File: src/rtl/i_cache_pkg.sv
// Shared types and constants for the I-cache refill controller.
package i_cache_pkg;

    typedef enum logic [2:0] {
        IDLE  = 3'd0,
        INVAL = 3'd1,
        REQ   = 3'd2,
        WAIT  = 3'd3,
        BOUND = 3'd4,
        BASE  = 3'd5,
        DONE  = 3'd6
    } refill_state_e;

    // Base value that makes the slice window empty (base above any bound).
    localparam logic [31:0] INVALID_BASE = 32'hFFFF_FFFF;

endpackage

File: src/rtl/i_refill_perf_cnt.sv
// Saturating 32-bit event counter; only built when I_REFILL_PERF_EN is defined.
`ifdef I_REFILL_PERF_EN
module i_refill_perf_cnt (
    input  logic        clk,
    input  logic        rst,
    input  logic        inc,
    output logic [31:0] cnt
);

    logic [31:0] cnt_q;
    logic [31:0] cnt_d;

    // Increment on event, hold at all-ones.
    always_comb begin
        cnt_d = cnt_q;
        if (inc && (cnt_q != 32'hFFFF_FFFF)) begin
            cnt_d = cnt_q + 32'd1;
        end
    end

    // Counter register.
    always_ff @(posedge clk) begin
        if (rst) begin
            cnt_q <= '0;
        end else begin
            cnt_q <= cnt_d;
        end
    end

    assign cnt = cnt_q;

endmodule
`endif

File: src/rtl/i_cache_refill_ctrl.sv
// I-cache refill sequencer: invalidate window, burst-read one aligned block,
// write it into the slice, then program bound and base.
// Optional feature macro: I_REFILL_PERF_EN (adds perf_miss_cnt / perf_stall_cnt).
module i_cache_refill_ctrl
    import i_cache_pkg::*;
#(
    parameter int unsigned CACHE_WORDS = 256,
    parameter int unsigned MEM_LAT_MAX = 64
) (
    input  logic        clk,
    input  logic        rst,
    input  logic [31:0] fetch_address,
    input  logic        i_cache_miss,
    output logic        cpu_stall,
    output logic        mem_req,
    output logic [31:0] mem_addr,
    input  logic        mem_gnt,
    input  logic        mem_rvalid,
    input  logic [31:0] mem_rdata,
    input  logic        mem_err,
    output logic        refill_enable,
    output logic [31:0] refill_address,
    output logic [31:0] refill_data,
    output logic [31:0] set_base_addr,
    output logic [31:0] set_bound_addr,
    output logic        base_addr_we,
    output logic        bound_addr_we,
    output logic        refill_error
`ifdef I_REFILL_PERF_EN
    ,
    output logic [31:0] perf_miss_cnt,
    output logic [31:0] perf_stall_cnt
`endif
);

    localparam int unsigned IDX_W      = $clog2(CACHE_WORDS);
    localparam int unsigned LINE_SHIFT = IDX_W + 2;
    localparam int unsigned WAIT_W     = $clog2(MEM_LAT_MAX + 1);
    localparam logic [31:0] LINE_MASK  = 32'((64'd1 << LINE_SHIFT) - 64'd1);
    localparam logic [31:0] BOUND_OFS  = 32'(CACHE_WORDS * 4 - 4);

    refill_state_e state_q, state_d;

    logic [31:0]       miss_addr_q, miss_addr_d;
    logic [IDX_W-1:0]  idx_q, idx_d;
    logic [WAIT_W-1:0] wait_cnt_q, wait_cnt_d;
    logic              refill_error_q, refill_error_d;
    logic              mem_req_q, mem_req_d;
    logic [31:0]       mem_addr_q, mem_addr_d;
    logic              refill_enable_q, refill_enable_d;
    logic [31:0]       refill_address_q, refill_address_d;
    logic [31:0]       refill_data_q, refill_data_d;
    logic [31:0]       set_base_q, set_base_d;
    logic [31:0]       set_bound_q, set_bound_d;
    logic              base_we_q, base_we_d;
    logic              bound_we_q, bound_we_d;

    logic [31:0] blk_base;
    logic [31:0] blk_bound;
    logic        miss_accept;
    logic        rsp_ok;
    logic        rsp_err;
    logic        timeout;
    logic        last_word;

    // Block window and per-cycle events.
    always_comb begin
        blk_base    = miss_addr_q & ~LINE_MASK;
        blk_bound   = blk_base + BOUND_OFS;
        miss_accept = (state_q == IDLE) && i_cache_miss;
        rsp_ok      = (state_q == WAIT) && mem_rvalid && !mem_err;
        rsp_err     = (state_q == WAIT) && mem_rvalid && mem_err;
        timeout     = (state_q == WAIT) && !mem_rvalid &&
                      (wait_cnt_q == WAIT_W'(MEM_LAT_MAX - 1));
        last_word   = (idx_q == IDX_W'(CACHE_WORDS - 1));
    end

    assign cpu_stall = (state_q != IDLE) || ((state_q == IDLE) && i_cache_miss);

    // State register.
    always_ff @(posedge clk) begin
        if (rst) begin
            state_q <= IDLE;
        end else begin
            state_q <= state_d;
        end
    end

    // Next-state logic.
    always_comb begin
        state_d = state_q;
        unique case (state_q)
            IDLE:  if (i_cache_miss) state_d = INVAL;
            INVAL: state_d = REQ;
            REQ:   if (mem_gnt) state_d = WAIT;
            WAIT: begin
                if (rsp_ok) begin
                    state_d = last_word ? BOUND : REQ;
                end else if (rsp_err || timeout) begin
                    state_d = IDLE;
                end
            end
            BOUND: state_d = BASE;
            BASE:  state_d = DONE;
            DONE:  state_d = IDLE;
            default: state_d = IDLE;
        endcase
    end

    // Output logic: next values of the registered outputs.
    always_comb begin
        mem_req_d        = (state_d == REQ);
        mem_addr_d       = '0;
        refill_enable_d  = rsp_ok;
        refill_address_d = '0;
        refill_data_d    = '0;
        base_we_d        = 1'b0;
        bound_we_d       = 1'b0;
        set_base_d       = set_base_q;
        set_bound_d      = set_bound_q;
        if (state_d == REQ) begin
            mem_addr_d = blk_base + 32'({idx_d, 2'b00});
        end
        if (rsp_ok) begin
            refill_address_d = 32'(idx_q);
            refill_data_d    = mem_rdata;
        end
        // Window writes trail their state by one cycle so they never overlap the last slot write.
        if (state_q == INVAL) begin
            base_we_d  = 1'b1;
            set_base_d = INVALID_BASE;
        end else if (state_q == BOUND) begin
            bound_we_d  = 1'b1;
            set_bound_d = blk_bound;
        end else if (state_q == BASE) begin
            base_we_d  = 1'b1;
            set_base_d = blk_base;
        end
    end

    // Datapath next values: miss address, word index, latency counter, sticky error.
    always_comb begin
        miss_addr_d    = miss_addr_q;
        idx_d          = idx_q;
        refill_error_d = refill_error_q;
        wait_cnt_d     = (state_q == WAIT) ? (wait_cnt_q + WAIT_W'(1)) : '0;
        if (miss_accept) begin
            miss_addr_d    = fetch_address;
            idx_d          = '0;
            refill_error_d = 1'b0;
        end
        if (rsp_ok) begin
            idx_d = idx_q + IDX_W'(1);
        end
        if (rsp_err || timeout) begin
            refill_error_d = 1'b1;
        end
    end

    // Datapath and output registers.
    always_ff @(posedge clk) begin
        if (rst) begin
            miss_addr_q      <= '0;
            idx_q            <= '0;
            wait_cnt_q       <= '0;
            refill_error_q   <= 1'b0;
            mem_req_q        <= 1'b0;
            mem_addr_q       <= '0;
            refill_enable_q  <= 1'b0;
            refill_address_q <= '0;
            refill_data_q    <= '0;
            set_base_q       <= '0;
            set_bound_q      <= '0;
            base_we_q        <= 1'b0;
            bound_we_q       <= 1'b0;
        end else begin
            miss_addr_q      <= miss_addr_d;
            idx_q            <= idx_d;
            wait_cnt_q       <= wait_cnt_d;
            refill_error_q   <= refill_error_d;
            mem_req_q        <= mem_req_d;
            mem_addr_q       <= mem_addr_d;
            refill_enable_q  <= refill_enable_d;
            refill_address_q <= refill_address_d;
            refill_data_q    <= refill_data_d;
            set_base_q       <= set_base_d;
            set_bound_q      <= set_bound_d;
            base_we_q        <= base_we_d;
            bound_we_q       <= bound_we_d;
        end
    end

    assign mem_req        = mem_req_q;
    assign mem_addr       = mem_addr_q;
    assign refill_enable  = refill_enable_q;
    assign refill_address = refill_address_q;
    assign refill_data    = refill_data_q;
    assign set_base_addr  = set_base_q;
    assign set_bound_addr = set_bound_q;
    assign base_addr_we   = base_we_q;
    assign bound_addr_we  = bound_we_q;
    assign refill_error   = refill_error_q;

`ifdef I_REFILL_PERF_EN
    // Miss and stall performance counters.
    i_refill_perf_cnt u_perf_miss (
        .clk (clk),
        .rst (rst),
        .inc (miss_accept),
        .cnt (perf_miss_cnt)
    );

    i_refill_perf_cnt u_perf_stall (
        .clk (clk),
        .rst (rst),
        .inc (cpu_stall),
        .cnt (perf_stall_cnt)
    );
`endif

endmodule
File: config.mk
export PLATFORM = sky130hd
export DESIGN_NAME = i_cache_refill_ctrl
export DESIGN_NICKNAME = d
export VERILOG_FILES = /design/src/rtl/i_cache_pkg.sv /design/src/rtl/i_refill_perf_cnt.sv /design/src/rtl/i_cache_refill_ctrl.sv
export SDC_FILE = /design/constraint.sdc
export NUM_CORES = 1
export LEC_CHECK = 0
export ABC_AREA = 1
export ABC_CLOCK_PERIOD_IN_PS = 1800
export BUFFER_PORTS_ARGS = -buffer_cell sky130_fd_sc_hd__buf_2
export CAP_MARGIN = 20
export CORE_MARGIN = 3
export CORE_UTILIZATION = 47
export DETAILED_ROUTE_END_ITERATION = 8
export PLACE_DENSITY = 0.79
export SETUP_SLACK_MARGIN = 0.4
export SLEW_MARGIN = 20
export SYNTH_ARGS = -nofsm -noshare
export SYNTH_HDL_FRONTEND = slang
export SYNTH_SLANG_ARGS = --single-unit
File: constraint.sdc
create_clock -name clk -period 1.8 [get_ports clk]
set_input_delay 0.36 -clock clk [delete_from_list [all_inputs] [get_ports clk]]
set_output_delay 0.36 -clock clk [all_outputs]
set_load 0.02 [all_outputs]
==> impl_metrics.ini <==
[hold_path]
worstHoldPathType = in2reg
min_path_cells = 3

[timing]
report.final.hold_viol_count = 0
rsz0062_at_grt = true
fin_tns_setup_ps = 0
worstMarginPinSlew_ps = 687
fmax_mhz = 604
final-setup-viol-count = 0
setup_ws_ps = 143
slew-limit-headroom = 0.542
fin_crit_sh = 0.920
fin_crit_ps = 1660
finalMaxSlewViolations = 0
fin_skew_ps = 11.2

[drt]
drt.antenna.violating_nets = 0
via_per_inst = 4.79
vias = 4785
drt_iter0_markers = 234
wire_per_inst_um = 15.1
route.detailed.drc = 0
drtPass1Iterations = 6
wirelength_um = 15100

[clocking]
cts_max_level = 4
ctsHoldBuffers = 0
clk_latency_ps = 420
clock-root-buffer = clkbuf_16
cts_tree = built
cts_buffers = 17
clockBufferDepth = 2
clk_pin_slew_ps = 60
clock-sinks = 161

[global_routing]
antenna_found_initial = 0
grt_pass1_vias = 4301
grt_max_degree = 45
grt_pass1_wl_um = 21700
track_usage = 0.213
grt_overflow = 0

[cells_and_area]
final_cells = 999
nets = 916
fill_cells = 877
area_growth_pct = 38.9
antenna_cells = 0
layout-drive-gt1-share = 0.403

[synthesis]
avgSynthCellArea_um2 = 8.90
synthTopCellsByArea = dfxtp_1, a21oi_1, buf_4
synth-async-reset-ratio = 0
syn-cell-area_um2 = 5620
yosysMostFrequentCell = dfxtp_1
ys_seq_area_frac = 0.573
yosysUniqueCellTypes = 34
ys_warn_count = 0
yosys-top-cells-count = dfxtp_1, inv_1, nor2_1
synth_flop_cell = dfxtp_1
ys_seq_elements = 161
synth_edf_count = 0
yosysTopAreaCellShare = 0.573
yosysTopAreaCell = dfxtp_1
synthCells = 632

[die]
start_util = 0.486
dieArea_um2 = 13300
coreArea_um2 = 11600
die_w_um = 115
num_rows = 39
dieHeight_um = 115
io_pins = 236

[worst_setup_path]
slowest_delay_ps = 330
path_max_fanout = 3
critPathLaunchType = flip-flop
path_cells = ha_4 -> nand3_4 -> nor2_4 -> nor2_1 -> nand2_1 -> buf_4 -> buf_6 -> buf_4 -> buf_4 -> buf_4 -> a31oi_1
cp-end-kind = flip-flop
critPathArrivalTime_ps = 1990
worstPathRequired_ps = 2140
rr_worst_depth = 11
cpMostUsedCell = buf_4
cp_slowest_cell = dfxtp_2
path_class = reg2reg

[power]
p_per_area_nw_per_um2 = 1080
irDropWorstVdd_v = 0.000656
p_leak_nw = 3.74

[placed_design]
gp_congestion = 0.847
io_buffers = 197
hpwl_um = 9150
dpl.cell_count = 935
dp_slack_ps = 39.3

[outcome]
status = finished, final reports clean

[job]
maxCapViolCount = 0
-- state kept, by name (all words and copies together) (netlist names) --
| register | flops |
|---|---|
| idx_q | 8 |
| set_bound_addr | 23 |
| miss_addr_q | 22 |
| refill_data | 32 |
| refill_enable | 1 |
| refill_error | 1 |
| bound_addr_we | 1 |
| state_q | 3 |
| base_addr_we | 1 |
| mem_addr | 30 |
| wait_cnt_q | 7 |
| refill_address | 8 |
| set_base_addr | 23 |
| mem_req | 1 |
-- power by group --
part	switching (W)	total [W]	internal [W]
sequential	0.0000575	0.00375	0.00369
clock	0.00138	0.00375	0.00237
combinational	0.000598	0.000922	0.000324
-- layout make-up --
type | count | area [µm²] | area share
clock buffers | 20 | 457 | 0.0585
clock inverters | 11 | 161 | 0.0207
inverters | 82 | 315 | 0.0404
multi-input cells | 343 | 1970 | 0.252
flip-flops and latches | 161 | 3250 | 0.416
well taps | 143 | 179 | 0.0229
repair buffers | 239 | 1480 | 0.189
-- logic make-up (layout without fill, tap and decap cells) --
group                      count (synthesis)  in the layout  share of synthesized area
xor gates and xnor gates                   1              1                    0.00156
other                                      1             28                   0.000667
DFF                                      161            161                      0.573
muxes                                      1              1                    0.00200
and+or+nand+nor                          161            164                      0.134
AOI/OAI and AO/OA                        147            147                      0.142
adders and majority gates                  2              2                    0.00445
buffers and inverters                    158            352                      0.142
-- worst paths after layout --
path / end / slack (ps) / start
setup / recovery: state_q[0]$_SDFF_PP0_ / 140 / wait_cnt_q[1]$_SDFF_PP0_
hold / removal: refill_data[28]$_SDFF_PP0_ / 150 / mem_rdata[28]
setup reg to reg: state_q[0]$_SDFF_PP0_ / 140 / wait_cnt_q[1]$_SDFF_PP0_
hold reg to reg: wait_cnt_q[6]$_SDFF_PP0_ / 480 / wait_cnt_q[6]$_SDFF_PP0_
-- layer usage --
metal	track usage	routed length, µm	up-vias
met1	0.253	6030	2196
met3	0.0821	1400	16
met5	0	0	-
met4	0.0751	142	0
li1	-	-	2372
met2	0.352	7540	201
-- cells in the final DEF, fill, tap and decap left out, drive strengths merged, types with 20 or more instances in the layout --
cell,Yosys,routed
o21ai,50,50
nand2,35,35
dfxtp,161,161
a211oi,22,22
conb,1,28
inv,82,82
clkbuf,17,20
buf,59,239
nor2,99,102
a21oi,72,72
-- through the flow --
step                      utilization  total power (W)  hold slack (ps)  instance area [µm²]
after floorplan                     -          0.00441              395                 5740
after global placement          0.566          0.00460              405                 6540
after detailed placement        0.566          0.00461              411                 6540
after CTS                       0.653          0.00842              133                 7550
after global routing            0.675          0.00872              130                 7810
final                           0.675          0.00843              148                 7810
-- critical path: cells and delay by family, from the launching register on --
family / cells / cell delay (ps)
fa+ha+maj: 1 / 160
buf+inv: 5 / 620
compound gates: 1 / 130
flops: 1 / 330
simple gates: 4 / 320
-- timing repair --
item                                    in CTS  in global routing
buffers inserted                            18                  9
hold endpoints to repair                     0                  0
gates resized for setup                     50                 41
pin swaps                                    6                 12
cloned                                       4                  2
endpoints found under the setup margin     167                136
Power figures use the tool's default switching activity.
